$ cat config.mk
export PLATFORM = sky130hd
export DESIGN_NAME = serial_adder
export DESIGN_NICKNAME = d
export VERILOG_FILES = /design/src/rtl/serial_arith_pkg.sv /design/src/rtl/full_add.sv /design/src/rtl/serial_adder.sv
export SDC_FILE = /design/constraint.sdc
export NUM_CORES = 1
export LEC_CHECK = 0
export ABC_AREA = 1
export BUFFER_PORTS_ARGS = -buffer_cell sky130_fd_sc_hd__clkbuf_2
export CAP_MARGIN = 40
export CORE_MARGIN = 2
export CORE_UTILIZATION = 43
export CTS_CLUSTER_DIAMETER = 80
export DETAILED_ROUTE_END_ITERATION = 10
export PLACE_DENSITY = 0.64
export SYNTH_ARGS = -nofsm -noshare
export SYNTH_HDL_FRONTEND = slang
export SYNTH_SLANG_ARGS = --single-unit
$ cat constraint.sdc
create_clock -name clk -period 1.2 [get_ports clk]
set_input_delay 0.06 -clock clk [delete_from_list [all_inputs] [get_ports clk]]
set_output_delay 0.06 -clock clk [all_outputs]
set_load 0.05 [all_outputs]
$ cat src/rtl/serial_arith_pkg.sv
// serial_arith_pkg: shared types and sizing helpers for the bit-serial arithmetic blocks
package serial_arith_pkg;
  typedef enum logic {IDLE, RUN} state_t;
  function automatic int cnt_w(input int w);
    return $clog2(w + 1);
  endfunction
endpackage

$ cat src/rtl/full_add.sv
// full_add: one-bit full adder built from two half-adders and an OR
module full_add (
  input  logic a,
  input  logic b,
  input  logic cin,
  output logic s,
  output logic cout
);
  logic hs, hc1, hc2;
  assign hs   = a ^ b;
  assign hc1  = a & b;
  assign s    = hs ^ cin;
  assign hc2  = hs & cin;
  assign cout = hc1 | hc2;
endmodule

$ cat src/rtl/serial_adder.sv
// serial_adder: LSB-first bit-serial unsigned adder with one full-adder cell and a carry flop
module serial_adder
  import serial_arith_pkg::*;
#(
  parameter int WIDTH = 8
) (
  input  logic             clk,
  input  logic             rst_n,
  input  logic             start,
  input  logic [WIDTH-1:0] a,
  input  logic [WIDTH-1:0] b,
  output logic             busy,
  output logic             done,
  output logic [WIDTH-1:0] sum,
  output logic             cout
);
  localparam int CW = cnt_w(WIDTH);
  state_t           state;
  logic [CW-1:0]    cnt;
  logic             carry;
  logic [WIDTH-1:0] a_sr, b_sr, r_sr, r_next;
  logic             s, c, last;
  full_add u_fa (.a(a_sr[0]), .b(b_sr[0]), .cin(carry), .s(s), .cout(c));
  // new sum bit enters from the MSB side so the LSB lands at bit 0 after WIDTH shifts
  always_comb begin
    r_next = (r_sr >> 1) | (WIDTH'(s) << (WIDTH - 1));
    last   = cnt == CW'(WIDTH - 1);
  end
  // FSM, operand/result shifting and registered outputs
  always_ff @(posedge clk or negedge rst_n) begin
    if (!rst_n) begin
      state <= IDLE;
      busy  <= 1'b0;
      done  <= 1'b0;
      sum   <= '0;
      cout  <= 1'b0;
      cnt   <= '0;
      carry <= 1'b0;
      a_sr  <= '0;
      b_sr  <= '0;
      r_sr  <= '0;
    end else begin
      done <= 1'b0;
      if (state == IDLE) begin
        if (start) begin
          a_sr  <= a;
          b_sr  <= b;
          r_sr  <= '0;
          cnt   <= '0;
          carry <= 1'b0;
          busy  <= 1'b1;
          state <= RUN;
        end
      end else begin
        carry <= c;
        r_sr  <= r_next;
        a_sr  <= a_sr >> 1;
        b_sr  <= b_sr >> 1;
        cnt   <= cnt + CW'(1);
        if (last) begin
          sum   <= r_next;
          cout  <= c;
          done  <= 1'b1;
          busy  <= 1'b0;
          state <= IDLE;
        end
      end
    end
  end
endmodule

### Word level (Yosys, flattened, before mapping)

Index checks and enable logic that the tools add are counted.
Widths: inputs -> output; s select.

* add/sub/neg operators: 1
* equal/unequal tests: 2
* mux-type cells: 18
* bitwise logic cells: 6
* reductions and logical operators: 3

Operators by type and width (number)
* $mux 8: 6
* $mux 1: 10
* $mux 4: 2
* $or 7x8->8: 1
* $add 4x1->4 const B: 1
* $eq 4x3->1 const B: 1
* $reduce_and 2->1: 2
* $and 1x1->1: 2
* $ne 2x1->1 const B: 1
* $reduce_bool 2->1: 1
* $xor 1x1->1: 2
* $or 1x1->1: 1

* register bits after elaboration: 41
* input bits: 19
* output and inout bits: 11
* word-level logic and storage cells: 40

### Longest topological paths before layout

* depth in word-level cells: 4
* gate-level depth with buffers: 6
* gate-level depth less buffers: 6

### Modules after synthesis

Synthesis repeated with hierarchy kept, for this count alone.

* cell total of the unflattened synthesis: 185
* area total of the unflattened synthesis: 1671.6 sq um

By module, submodules not included
* serial_adder: times used 1, cells an instance 184, area an instance 1651.6 sq um, sequential area each 1001.0 sq um
* full_add: times used 1, cells an instance 1, area an instance 20.0 sq um, sequential area each 0.0 sq um

### Worst setup path after synthesis

OpenSTA, ideal clock, no wires.

* path kind: register to register
* start: register carry
* end: register sum[7]
* library setup time: 66 ps
* arrival: 1061 ps
* data required time: 1134 ps
* setup slack: 73 ps
* stages on the path, launching flop included: 4
* buffers on the path: 0
* period minus slack after synthesis: 1127 ps
* cell sequence: dfrtp_1 fa_1 nand3_1 nand2_1

* cells in the longest elaborated chain, start to end: 2

Ends and longest elaborated chain
* start: declaration: RTL line serial_adder.sv:20 `logic carry;`
* start signal: assignment: RTL line serial_adder.sv:38 `carry <= 1'b0;`
* start signal: assignment: RTL line serial_adder.sv:50 `carry <= 1'b0;`
* start signal: assignment: RTL line serial_adder.sv:55 `carry <= c;`
* $xor 1x1->1: RTL line full_add.sv:12 `assign s = hs ^ cin;`
* $or 7x8->8: RTL line serial_adder.sv:26 `r_next = (r_sr >> 1) | (WIDTH'(s) << (WIDTH - 1));`
* net r_next[7]: RTL line serial_adder.sv:21 `logic [WIDTH-1:0] a_sr, b_sr, r_sr, r_next;`
* end signal: assignment: RTL line serial_adder.sv:61 `sum <= r_next;`
* end: declaration: RTL line serial_adder.sv:14 `output logic [WIDTH-1:0] sum,`

The timed path passes the listed nets, and every way through them passes these cells.
A chain may end at the register's enable or synchronous reset.

### Worst setup path in the final report

* start: register a_sr[0]
* end: register sum[7]

* cells in the longest elaborated chain, start to end: 3

Ends and longest elaborated chain
* start: declaration: RTL line serial_adder.sv:21
* start signal: assignment: RTL line serial_adder.sv:57 `a_sr <= a_sr >> 1;`
* $xor 1x1->1: RTL line full_add.sv:10 `assign hs = a ^ b;`
* $xor 1x1->1: RTL line full_add.sv:12
* $or 7x8->8: RTL line serial_adder.sv:26
* net r_next[7]: RTL line serial_adder.sv:21

The timed path passes the listed nets, and every way through them passes these cells.

==> out/results.tsv <==
metric	value	unit
CP arrival	1.39	ns
Hold Crit Class	primary input to flop	
Total Wirelength	3325	um
skew final	0.008745	ns
DRC viols	0	
Sw Ratio	0.4088	
commonest cells in the netlist	80 x nand2_1, 40 x dfrtp_1, 25 x nand3_1	
most frequent cell after synthesis	nand2_1	
Async SR Flop Fraction	1.000	
Synth Net Count	206	
worst vdd ir	968.6	uV
yosys warns	0	
Die Span X	66.21	um
post-route non-filler standard cell count	288	
row count	22	
antenna-violating nets left	0	
synthesized cell area	1664	um2
Reg power frac	0.404	
fin crit share	0.9550	
CTS tree	done	
DP Wirelength	2185	um
WS Path Type	flop to flop	
fraction of layout cells with a size suffix above 1	0.2292	
Max Slew Vio Count	0	
post-synth top area share	0.6015	
Reg2Reg Depth	3	
Tmin final	1.146	ns
Slew headroom	0.7206	
DR vias/cell	4.639	
endpoint type of the worst setup path	flop	
Root Driver	clkbuf_8	
Storage cell area	1002	um2
num ports	30	
synthesis-stage register bit count	40	
NetSw	2.193	mW
Compound-Gate Fraction of Synth Area	0.03383	
sequential-to-total area share from yosys stat	0.6015	
power share of the combinational group	0.393	
power density cells	2450	nW/um2
Critical Path Fanout Max	2	
Max Freq	872.6	MHz
via count	1336	
Synth area leader	dfrtp_1	
CTS Buf Count	5	
Synth Area in Simple Gates	0.2857	
Clock power frac	0.203	
status	complete, no violations	
Layout Utilization	0.5936	
design area	2190	um2
synthesis-to-layout area growth	31.58	%
Die Height	66.21	um
CP required	1.45	ns
placed instance count	262	
Iter 0 DRT Violations	84	
post-synthesis mux area share	0	
setup TNS	0	ns
Clock Sink Count	40	
Unique masters post-synth	19	
number of fill cells	356	
WL/cell	11.55	um
GPL Wtd Cong	0.7475	
Worst-path clk slew	0.08	ns
H-Tree Depth	2	
total core area	3689	um2
number of global-route vias before repair	1300	
Diodes inserted	0	
later-pin clock latency in the skew report	0.30	ns
largest family of logic cells by synthesized area	simple AND/OR/NAND/NOR gates	
top cells by area, synth	dfrtp_1 60%, nand2_1 18%, nand3_1 7.5%, inv_1 2.3%, o22ai_1 1.9%	
GRT Overall Usage	0.1823	
CTS max path bufs	2	
Leakage	1.165	nW
antenna violations before repair	0	
total gr overflow	0	
Final #Nets	260	
cells after synthesis	185	
IO buf count	29	
Post-synth EDFFs	0	
area of the die	4384	um2
Setup-failing EPs final	0	
Syn Area/Cell	8.995	um2
footprint of the multi-input gates	573.1	um2
Top FF cell, synth	dfrtp_1	
Synth Area in XOR/XNOR	0	
Worst setup SP type	flop	
Pre-antenna DRT Iters	4	
largest net degree at the start of global routing	26	
design internal power	3.172	mW
hold path depth	4	
endpoints failing hold	0	
Worst-Margin Slew	0.4192	ns
first-pass GRT wire length	5816	um
maxcap violations	0	
initial cell density of the core	0.4512	
RSZ-0062 raised after global routing	yes	
Synth Area in Adders	0.01955	
Final Total Pwr	5.365	mW
post-place instance area	1894	um2
## routing by layer
metal	global-route usage	wire length (um)	share of wire
met1	0.2173	1516	0.46
met2	0.3000	1579	0.47
met3	0.04259	128	0.038
met4	0.1046	100	0.030
met5	0	0	0
## critical path, cell delays in order, from the launching register on
cell     delay (ns)
dfrtp_1        0.40
fa_1           0.56
nand3_1        0.07
nand2_1        0.07
## through the flow
step	hold WS, ns	worst slack [ns]
3_3_place_gp	0.01229	0.06459
5_1_grt	0.08397	-0.05682
2_1_floorplan	-0.2356	0.07334
3_5_place_dp	0.01005	0.04613
6_report	0.07268	0.05396
4_1_cts	0.06793	0.01877
## registers in the layout (all words and copies together) (netlist names)
signal / flops
a_sr: 8
b_sr: 8
sum: 8
r_sr: 7
cnt: 4
busy: 1
carry: 1
cout: 1
done: 1
state: 1
## cell usage in the layout, fill, tap and decap left out, types with 2 or more instances in the layout
cell and instances:
buf_4 5, o22ai_1 4, buf_12 2, clkbuf_8 5
nand3_1 25, dfrtp_1 39, inv_1 9, nand2_2 2
clkbuf_2 29, dlygate4sd3_1 17, nor2_1 4, inv_2 4
nand2_1 80, clkinv_2 2, o21ai_0 3
## final timing paths
path	startpoint	to	slack, ns
worst max-delay path	a_sr[0]	sum[7]	0.05
worst min-delay path	start	cnt[3]	0.07
worst max register to register	a_sr[0]	sum[7]	0.05
worst min register to register	sum[2]	sum[2]	0.47
max in group asynchronous	rst_n	state	0.50
min in group asynchronous	rst_n	sum[0]	0.22
## cell families after synthesis
| family | after synthesis |
|---|---|
| buffers and inverters | 20 |
| DFF | 40 |
| and+or+nand+nor | 113 |
| adders and majority gates | 2 |
| AOI/OAI and AO/OA | 10 |
## area by class of cell
class	count	share of cell area
sequential	40	0.4577
multi-input combinational	125	0.2617
timing repair buffer	53	0.1794
tap	48	0.02743
inverter	14	0.02457
clock inverter	2	0.01600
clock buffer	6	0.03314
## power by group through the flow
stage	Sequential, mW	Combinational [mW]	Clock (mW)
finish	2.17	2.11	1.09
global route	2.23	2.38	1.16
CTS	2.17	2.09	1.11
detailed placement	2.19	2.04	0
global placement	2.18	2.01	0
floorplan	2.65	1.06	0
## what timing repair did
action,4_1_cts,5_1_grt
endpoints found under the setup margin,0,22
hold buffers,17,0
gates resized for setup,0,4
endpoints found under the hold margin,31,0
buffers inserted,0,1
Power figures use the tool's default switching activity.
